<file path="src/rtl/tdm_demux_1bit_if.sv">
// Bus between the serial TDM link and tdm_demux_1bit.
//   master : serial source / channel consumer (drives din, din_valid, sync)
//   slave  : the demultiplexer (drives ch_data, ch_valid, frame_done,
//            sync_err, parity_err)
interface tdm_demux_1bit_if #(
  parameter int NUM_CH = 4,
  parameter int WORD_W = 8
);
  logic                     din;
  logic                     din_valid;
  logic                     sync;
  logic [NUM_CH*WORD_W-1:0] ch_data;
  logic [NUM_CH-1:0]        ch_valid;
  logic                     frame_done;
  logic                     sync_err;
  logic                     parity_err;

  modport master (
    output din, din_valid, sync,
    input  ch_data, ch_valid, frame_done, sync_err, parity_err
  );

  modport slave (
    input  din, din_valid, sync,
    output ch_data, ch_valid, frame_done, sync_err, parity_err
  );
endinterface

</file>
<file path="src/rtl/tdm_demux_1bit.sv">
// Receiving end of a 1-bit serial TDM link. A frame is NUM_CH slots of
// WORD_W bits, channel 0 first, MSB first within a slot, with sync high on
// frame bit 0. Completed slots land in ch_data and are flagged on ch_valid.
// Optional macro TDM_DEMUX_PARITY_EN: one trailing even-parity bit per frame;
// frame_done moves to the parity edge and parity_err flags a mismatch.
// Ports:
//   clk, reset      : clock, synchronous active-high reset
//   bus.din         : serial bit, sampled when bus.din_valid=1
//   bus.sync        : frame marker, coincident with bit 0
//   bus.ch_data     : channel k at [k*WORD_W +: WORD_W]
//   bus.ch_valid    : one-cycle per-channel update strobe
//   bus.frame_done  : one-cycle full-frame strobe
//   bus.sync_err    : one-cycle framing violation strobe
//   bus.parity_err  : one-cycle parity mismatch strobe (0 without the macro)
module tdm_demux_1bit #(
  parameter int NUM_CH = 4,
  parameter int WORD_W = 8
) (
  input  logic             clk,
  input  logic             reset,
  tdm_demux_1bit_if.slave  bus
);
  localparam int CW = (NUM_CH > 1) ? $clog2(NUM_CH) : 1;
  localparam int BW = $clog2(WORD_W);
  localparam logic [BW-1:0] LAST_BIT = BW'(WORD_W - 1);
  localparam logic [CW-1:0] LAST_CH  = CW'(NUM_CH - 1);

  typedef enum logic [1:0] {HUNT, RECV, PARITY} state_t;

  state_t                   r_state, w_nxt_state;
  logic [BW-1:0]            r_bit, w_nxt_bit;
  logic [CW-1:0]            r_ch, w_nxt_ch;
  logic [WORD_W-1:0]        r_shift, w_nxt_shift, w_shift_in;
  logic                     r_par, w_nxt_par;
  logic [NUM_CH*WORD_W-1:0] r_ch_data, w_nxt_ch_data;
  logic [NUM_CH-1:0]        r_ch_valid, w_nxt_ch_valid;
  logic                     r_frame_done, w_nxt_frame_done;
  logic                     r_sync_err, w_nxt_sync_err;
  logic                     r_parity_err, w_nxt_parity_err;
  logic                     w_start;

  always_ff @(posedge clk) begin
    if (reset) begin
      r_state      <= HUNT;
      r_bit        <= '0;
      r_ch         <= '0;
      r_shift      <= '0;
      r_par        <= 1'b0;
      r_ch_data    <= '0;
      r_ch_valid   <= '0;
      r_frame_done <= 1'b0;
      r_sync_err   <= 1'b0;
      r_parity_err <= 1'b0;
    end else begin
      r_state      <= w_nxt_state;
      r_bit        <= w_nxt_bit;
      r_ch         <= w_nxt_ch;
      r_shift      <= w_nxt_shift;
      r_par        <= w_nxt_par;
      r_ch_data    <= w_nxt_ch_data;
      r_ch_valid   <= w_nxt_ch_valid;
      r_frame_done <= w_nxt_frame_done;
      r_sync_err   <= w_nxt_sync_err;
      r_parity_err <= w_nxt_parity_err;
    end
  end

  always_comb begin
    w_nxt_state      = r_state;
    w_nxt_bit        = r_bit;
    w_nxt_ch         = r_ch;
    w_nxt_shift      = r_shift;
    w_nxt_par        = r_par;
    w_nxt_ch_data    = r_ch_data;
    w_nxt_ch_valid   = '0;
    w_nxt_frame_done = 1'b0;
    w_nxt_sync_err   = 1'b0;
    w_nxt_parity_err = 1'b0;
    w_start          = 1'b0;
    w_shift_in       = {r_shift[WORD_W-2:0], bus.din};

    if (bus.din_valid) begin
      unique case (r_state)
        HUNT: w_start = bus.sync;

        RECV: begin
          if (r_ch == '0 && r_bit == '0) begin
            // Frame boundary: sync must be present here.
            if (bus.sync) begin
              w_start = 1'b1;
            end else begin
              w_nxt_sync_err = 1'b1;
              w_nxt_state    = HUNT;
              w_nxt_shift    = '0;
              w_nxt_par      = 1'b0;
            end
          end else if (bus.sync) begin
            // Early sync: drop the partial word, restart on this bit.
            w_nxt_sync_err = 1'b1;
            w_start        = 1'b1;
          end else begin
            w_nxt_shift = w_shift_in;
            w_nxt_par   = r_par ^ bus.din;
            if (r_bit == LAST_BIT) begin
              w_nxt_ch_data[r_ch*WORD_W +: WORD_W] = w_shift_in;
              w_nxt_ch_valid[r_ch] = 1'b1;
              w_nxt_bit            = '0;
              if (r_ch == LAST_CH) begin
                w_nxt_ch = '0;
`ifdef TDM_DEMUX_PARITY_EN
                w_nxt_state = PARITY;
`else
                w_nxt_frame_done = 1'b1;
`endif
              end else begin
                w_nxt_ch = r_ch + CW'(1);
              end
            end else begin
              w_nxt_bit = r_bit + BW'(1);
            end
          end
        end

        PARITY: begin
          if (bus.sync) begin
            w_nxt_sync_err = 1'b1;
            w_start        = 1'b1;
          end else begin
            // Even parity: data XOR parity bit must be 0.
            if (r_par ^ bus.din) w_nxt_parity_err = 1'b1;
            else                 w_nxt_frame_done = 1'b1;
            w_nxt_state = RECV;
            w_nxt_par   = 1'b0;
          end
        end

        default: w_nxt_state = HUNT;
      endcase

      if (w_start) begin
        w_nxt_state = RECV;
        w_nxt_shift = {{(WORD_W-1){1'b0}}, bus.din};
        w_nxt_bit   = BW'(1);
        w_nxt_ch    = '0;
        w_nxt_par   = bus.din;
      end
    end
  end

  assign bus.ch_data    = r_ch_data;
  assign bus.ch_valid   = r_ch_valid;
  assign bus.frame_done = r_frame_done;
  assign bus.sync_err   = r_sync_err;
`ifdef TDM_DEMUX_PARITY_EN
  assign bus.parity_err = r_parity_err;
`else
  assign bus.parity_err = 1'b0;
`endif
endmodule

</file>
<file path="src/flat_wrapper.sv">
// flat-port wrapper written by rule: the top's interface ports become plain ports
module tdm_demux_1bit_flat 
#(
  parameter int NUM_CH = 4,
  parameter int WORD_W = 8
)
  (clk, reset, bus_din, bus_din_valid, bus_sync, bus_ch_data, bus_ch_valid, bus_frame_done, bus_sync_err, bus_parity_err);
  tdm_demux_1bit_if #(.NUM_CH(NUM_CH), .WORD_W(WORD_W)) bus_i ();
  input  logic clk;
  input  logic reset;
  input wire logic [$bits(bus_i.din)-1:0] bus_din;
  input wire logic [$bits(bus_i.din_valid)-1:0] bus_din_valid;
  input wire logic [$bits(bus_i.sync)-1:0] bus_sync;
  output wire logic [$bits(bus_i.ch_data)-1:0] bus_ch_data;
  output wire logic [$bits(bus_i.ch_valid)-1:0] bus_ch_valid;
  output wire logic [$bits(bus_i.frame_done)-1:0] bus_frame_done;
  output wire logic [$bits(bus_i.sync_err)-1:0] bus_sync_err;
  output wire logic [$bits(bus_i.parity_err)-1:0] bus_parity_err;
  assign bus_i.din = bus_din;
  assign bus_i.din_valid = bus_din_valid;
  assign bus_i.sync = bus_sync;
  assign bus_ch_data = bus_i.ch_data;
  assign bus_ch_valid = bus_i.ch_valid;
  assign bus_frame_done = bus_i.frame_done;
  assign bus_sync_err = bus_i.sync_err;
  assign bus_parity_err = bus_i.parity_err;
  tdm_demux_1bit #(.NUM_CH(NUM_CH), .WORD_W(WORD_W)) u_core (.clk(clk), .reset(reset), .bus(bus_i));
endmodule
</file>
<file path="config.mk">
export PLATFORM = sky130hd
export DESIGN_NAME = tdm_demux_1bit_flat
export DESIGN_NICKNAME = d
export VERILOG_FILES = /design/src/rtl/tdm_demux_1bit_if.sv /design/src/rtl/tdm_demux_1bit.sv /design/src/flat_wrapper.sv
export SDC_FILE = /design/constraint.sdc
export NUM_CORES = 1
export LEC_CHECK = 0
export ABC_CLOCK_PERIOD_IN_PS = 5080
export CORE_MARGIN = 4
export CORE_UTILIZATION = 57
export CTS_BUF_LIST = sky130_fd_sc_hd__clkbuf_8
export DETAILED_ROUTE_END_ITERATION = 8
export GPL_TIMING_DRIVEN = 0
export PLACE_DENSITY_LB_ADDON = 0.15
export SLEW_MARGIN = 20
export SYNTH_ARGS = -nofsm -noshare
export SYNTH_HDL_FRONTEND = slang
export SYNTH_SLANG_ARGS = --single-unit
</file>
<file path="constraint.sdc">
create_clock -name clk -period 5.08 [get_ports clk]
set_clock_uncertainty 0.05 [all_clocks]
set_input_delay 1.27 -clock clk [delete_from_list [all_inputs] [get_ports clk]]
set_output_delay 1.27 -clock clk [all_outputs]
set_load 0.02 [all_outputs]
</file>
==> results.txt, run 1 <==
RR Startpoint: u_core.r_ch[0]
P&R area growth vs syn: 24.45%
Antenna Cells: 0
row cnt: 22
yosys warns: 0
Worst Setup End Kind: output pin
TNS Setup: 0 ns
Remaining DRCs: 0
status: finished, final reports clean
Pleak: 1.024 nW
setup ws final: 2.465 ns
DR pass1 iterations: 4
initial drt markers: 170
CTS sink count: 51
area of the multi-input gates: 0.001125 sq mm
share of layout cells above drive strength 1: 7.895%
maxcap violations: 0
WP buf/inv: 1
post-CTS setup buffer count: 0
Nets: 320
Final min period: 2.615 ns
initial antenna violation count: 0
setup slack, reg-to-reg: 2.76 ns
area leader, netlist: dfxtp_1
Worst EP arrival: 1.30 ns
WP data required: 3.76 ns
FF+latch area: 0.001021 sq mm
top-level I/O count: 44
final hold viol count: 0
# resized after CTS: 0
pwr dens: 239.5 mW/mm^2
final WL: 5089 um
Die Span X: 71.42 um
Non-Filler Instances: 352
Yosys top cell area share: 44.54%
Via density: 5.611
final setup fails: 0
reg2reg path depth: 8
Starting Density: 60.78%
DIE HEIGHT: 71.42 um
CTS tree: yes
Hold WS: 0.4163 ns
largest net degree at the start of global routing: 15
worst path cell trace: clkdlybuf4s50_1
CTS buffer count: 5
maximum vdd ir drop: 190.3 uV
Cells after Synth: 256
Final period util: 51.48%
first-pass GRT wire length: 8362 um
placer congestion estimate: 0.8276
hpwl dp: 3643 um
Clock Tree Buf Depth: 2
slew margin rel.: 63.29%
unrepaired setup endpoints after global routing: no
placed cells: 344
number of global-route vias before repair: 1797
hold path depth: 2
vias: 1975
Seq/Total Area, Yosys: 44.54%
CORE AREA: 0.003771 sq mm
Overall Power: 0.0006832 W
GRT overflow: 0
Clk Latency, worst-skew pair: 0.31 ns
Avg WL per Cell: 14.46 um
setup slack at placement: 2.274 ns
htree depth: 2
clock root buffer: clkbuf_8
slowest CP cell: clkdlybuf4s50_1
Max FO, Critical Path: 2
Avg Synthesized Cell Area: 8.954 sq um
post-route ant nets: 0
worst-margin pin slew: 0.5496 ns
Worst Hold Class: reg2reg
CP max stage delay: 0.63 ns
Hold Path Sink: u_core.bus.ch_data[21]
Max Slew Vio Count: 0
count of different cell masters after synthesis: 36
CTS Hold Bufs: 0
Mapped Area: 0.002292 sq mm
Clock transition at path regs: 0.08 ns
Top delay family on crit path: buffers and inverters
gr usage total: 20.72%
post-synthesis register bit count: 51
IO buf count: 40
fmax: 382.4 MHz
total die area: 0.005100 sq mm
# fillers: 295
CP Launch Type: flop
Syn Nets: 273
Synth area leaders: dfxtp_1 (45%), nand2b_1 (10%), nand4_1 (9.6%), o21ai_1 (7.2%), ha_1 (6.6%)
Crit Path Category: reg2out
HP Start: u_core.bus.ch_data[21]
worst reg2reg endpoint: u_core.r_ch[1]
[layout by cell type (no fill, tap or decap), types with 9 or more instances in the layout]
cell type	Yosys	routed
clkdlybuf4s50_1	0	40
nand4_1	35	35
ha_1	12	12
nor2b_1	9	9
nand2b_1	37	37
o21ai_1	33	33
clkbuf_1	9	9
inv_1	8	9
dfxtp_1	51	51
buf_2	9	9
[how the worst max path moves through the flow]
| stage | start | endpoint | slack, ns | depth (start not counted) |
|---|---|---|---|---|
| 2_1_floorplan | bus_sync | u_core.bus.ch_valid[0] | 2.52 | 8 |
| 3_3_place_gp | bus_din_valid | u_core.bus.ch_data[5] | 2.28 | 6 |
| 3_5_place_dp | bus_din_valid | u_core.bus.ch_data[16] | 2.27 | 6 |
| 4_1_cts | u_core.bus.ch_data[1] | bus_ch_data[1] | 2.47 | 1 |
| 5_1_grt | u_core.bus.ch_data[1] | bus_ch_data[1] | 2.42 | 1 |
| 6_report | u_core.bus.ch_data[19] | bus_ch_data[19] | 2.46 | 1 |
[cell families (layout without fill, tap and decap cells)]
kind of cell / count (synthesis) / in the layout / synth area share, %
DFF: 51 / 51 / 44.54
buffers and inverters: 31 / 79 / 6.386
adders and majority gates: 12 / 12 / 6.550
AOI/OAI and AO/OA: 53 / 53 / 12.56
and+or+nand+nor: 108 / 108 / 29.80
other: 1 / 1 / 0.1636
[power by group]
group | internal (W) | switching [W] | total [W]
registers | 0.000401 | 0.00000138 | 0.000402
logic | 0.0000126 | 0.0000187 | 0.0000313
clock network | 0.000122 | 0.000127 | 0.000249
total | 0.000536 | 0.000147 | 0.000683
[cell type report]
class                      instances  share of cell area (%)
multi-input combinational        174                   39.43
sequential                        51                   35.79
timing repair buffer              40                   14.04
tap                               48                   2.105
clock inverter                     1                  0.1316
inverter                           8                   1.053
buffer                            23                   4.079
clock buffer                       7                   3.377
[synth_stat cells]
master	number
nor2b_1	9
buf_4	3
nand2b_1	37
nor3_1	2
nand3b_1	1
inv_1	8
o22ai_1	5
and2_1	7
and4b_2	1
and2b_1	1
and3b_1	1
ha_1	12
o211ai_1	1
o21a_1	1
a21oi_1	5
a31oi_1	1
buf_1	1
a311oi_1	1
or4_1	1
o21ai_2	1
and4_1	1
o31ai_1	1
nand4_1	35
nand3_1	1
dfxtp_1	51
nor3b_2	2
clkbuf_1	9
nand2_1	4
o21ai_1	33
o21ai_0	4
buf_2	9
nor2_1	3
buf_6	1
conb_1	1
nor4b_1	1
nor4_1	1
[registers in the layout (all words and copies together) (netlist names)]
signal / count
u_core.bus.ch_valid: 4
u_core.bus.ch_data: 32
u_core.bus.frame_done: 1
u_core.r_shift: 7
u_core.r_state: 1
u_core.r_ch: 2
u_core.bus.sync_err: 1
u_core.r_bit: 3
[metal layers]
layer | up-vias | part of all wire [%] | GRT usage, %
met2 | 57 | 46 | 31.53
li1 | 995 | - | -
met5 | - | 0 | 0
met3 | 11 | 5.7 | 6.452
met1 | 912 | 46 | 27.63
met4 | 0 | 2.2 | 7.516
[metrics by stage]
stage / util [%] / cell area [sq um]
finish: 75.65 / 2853
detailed placement: 72.99 / 2753
CTS: 75.65 / 2853
global placement: 72.99 / 2753
floorplan: - / 2292
global route: 75.65 / 2853
No activity file was read; power rests on OpenSTA's default activity.
==> run 2, diff against run 1 <==
- ABC_CLOCK_PERIOD_IN_PS: 5080 -> 2520
- CORE_UTILIZATION: 57 -> 53
- clock period: 5.08 -> 2.52 ns (I/O delays scaled with it)
==> run 2 against run 1 <==
Effect of this change: power rose by 110%; non-clock buffer count did not move; sequential share of layout area fell by 0.063 points; cell count rose by 0.28%; critical path depth rose by 7; design area rose by 0.18%; die area rose by 6.7%; first-iteration DRC count fell by 38%; combinational power rose by 110%; via count fell by 1.7%; highest routed layer unchanged; register-to-register slack got worse by 2.6 ns; worst hold slack improved by 0.0051 ns.
==> results.txt, run 2 (synthesis results as in run 1) <==
DIE HEIGHT: 73.77 um (+3.3%)
Routed met2 length: 2418 um (+3.2%)
final WL: 5186 um (+1.9%)
htree depth: 2 (unchanged)
hpwl dp: 3686 um (+1.2%)
# resized after CTS: 0 (unchanged)
CTS Hold Bufs: 0 (unchanged)
# fillers: 344 (+17%)
Clk Latency, worst-skew pair: 0.30 ns (about the same)
CP Launch Type: flop
Sequential Power Share: 57.1% (-1.8 points)
Antenna Cells: 0 (unchanged)
max reg flops: 32 (unchanged)
initial drt markers: 105 (-38%)
TNS Setup: 0 ns (unchanged)
Worst EP arrival: 2.52 ns (+1.22 ns)
row cnt: 23 (+4.5%)
post-route ant nets: 0 (unchanged)
top-level I/O count: 44 (unchanged)
Clk network pwr share: 38.3% (+1.8 points)
maxcap violations: 0 (unchanged)
slew margin rel.: 65.48% (+2.2 points)
Max Slew Vio Count: 0 (unchanged)
Worst Setup End Kind: flop
Final period util: 92.71%
Pleak: 1.024 nW (about the same)
met3 wire length: 201 um (-30%)
Die Span X: 73.77 um (+3.3%)
P&R area growth vs syn: 24.67%
Max FO, Critical Path: 8 (+6)
clock root buffer: clkbuf_8
placer congestion estimate: 0.7532 (-9.0%)
number of global-route vias before repair: 1824 (+1.5%)
CTS tree: yes
sw power: 0.0002996 W (+100%)
pwr dens: 497.2 mW/mm^2 (+110%)
initial antenna violation count: 0 (unchanged)
maximum vdd ir drop: 357.7 uV (+88%)
unrepaired setup endpoints after global routing: no
Nets: 320 (unchanged)
largest net degree at the start of global routing: 15 (unchanged)
Avg WL per Cell: 14.69 um (+1.6%)
Routed met1 length: 2491 um (+6.2%)
Clock transition at path regs: 0.09 ns (about the same)
DR pass1 iterations: 4 (unchanged)
internal power: 0.001121 W (+110%)
Via density: 5.499 (-2.0%)
most common cell after layout, fill and taps aside: dfxtp_1
area of the multi-input gates: 0.001125 sq mm (unchanged)
Final min period: 2.336 ns
switching portion of total power: 21.08% (-0.46 points)
worst-margin pin slew: 0.5168 ns (-0.03284 ns)
CTS buffer count: 5 (unchanged)
total die area: 0.005441 sq mm (+6.7%)
vias: 1941 (-1.7%)
Clock Tree Buf Depth: 2 (unchanged)
gr usage total: 20.46% (-0.26 points)
IO buf count: 40 (unchanged)
first-pass GRT wire length: 8638 um (+3.3%)
GRT overflow: 0 (unchanged)
post-CTS setup buffer count: 0 (unchanged)
Starting Density: 56.09% (-4.7 points)
fmax: 428.0 MHz
Remaining DRCs: 0 (unchanged)
share of layout cells above drive strength 1: 7.591% (-0.30 points)
Max Used Layer: met4
most frequent cells in the layout: dfxtp_1 (51), clkdlybuf4s50_1 (40), nand2b_1 (37), nand4_1 (35), o21ai_1 (33)
FF+latch area: 0.001021 sq mm (unchanged)
CORE AREA: 0.004086 sq mm (+8.4%)
Worst Hold Class: reg2reg
final hold viol count: 0 (unchanged)
final setup fails: 0 (unchanged)
status: finished, final reports clean
CTS sink count: 51 (unchanged)
Combinational Power Share: 4.5% (about the same)
final core occ: 69.93% (-5.7 points)
WP data required: 2.71 ns (-1.05 ns)
Crit Path Category: reg2reg
-- run 2: changes by cell type in the layout (fill, tap and decap cells not counted) --
cell / before / now
clkbuf_8: 7 / 5
bufinv_16: 0 / 1
-- run 2: final cells by class --
| type | count | share of cell area [%] |
|---|---|---|
| Multi-Input combinational cell | 174 | 39.36 |
| Sequential cell | 51 | 35.73 |
| Timing Repair Buffer | 40 | 14.01 |
| Buffer | 23 | 4.072 |
| Clock buffer | 5 | 2.408 |
| Tap cell | 50 | 2.189 |
| Clock inverter | 2 | 1.182 |
| Inverter | 8 | 1.051 |
-- run 2: per-stage QoR --
step | area (sq um) | setup slack (ns) | power [W] | cells | hold WS, ns
floorplan | 2292 | 0.5225 | 0.0008748 | 256 | 0.4115
global placement | 2755 | 0.2693 | 0.0008915 | 346 | 0.4053
detailed placement | 2755 | 0.2005 | 0.0008939 | 346 | 0.4043
CTS | 2858 | 0.1862 | 0.001426 | 353 | 0.4236
global route | 2858 | 0.009716 | 0.001467 | 353 | 0.4316
finish | 2858 | 0.1837 | 0.001421 | 353 | 0.4214
-- run 2: layer usage --
| metal | vias to the layer above | track usage [%] |
|---|---|---|
| met3 | 7 | 4.104 |
| met1 | 898 | 27.99 |
| met2 | 46 | 32.48 |
| li1 | 990 | - |
| met5 | - | 0 |
| met4 | 0 | 6.036 |
-- run 2: worst paths after layout --
path,start,endpoint,slack (ns),cells past startpoint
worst min-delay path,u_core.bus.ch_data[17],u_core.bus.ch_data[17],0.42,2
worst max register to register,u_core.r_ch[0],u_core.r_ch[1],0.18,8
worst max-delay path,u_core.r_ch[0],u_core.r_ch[1],0.18,8
worst min register to register,u_core.bus.ch_data[17],u_core.bus.ch_data[17],0.42,2
-- run 2: worst max-delay path, stage by stage (launching register included) --
cell and delay (ns):
dfxtp_1 0.42, buf_2 0.23, inv_1 0.10, ha_1 0.27, nand3b_1 0.17, inv_1 0.10, ha_1 0.28, or4_1 0.52
a21oi_1 0.13
-- run 2: power by group through the flow --
stage | clock network [W] | logic [W] | registers [W]
after floorplan | 0 | 0.0000447 | 0.000830
after global placement | 0 | 0.0000613 | 0.000830
after global routing | 0.000584 | 0.0000709 | 0.000812
after CTS | 0.000551 | 0.0000637 | 0.000811
final | 0.000545 | 0.0000643 | 0.000812
after detailed placement | 0 | 0.0000634 | 0.000831
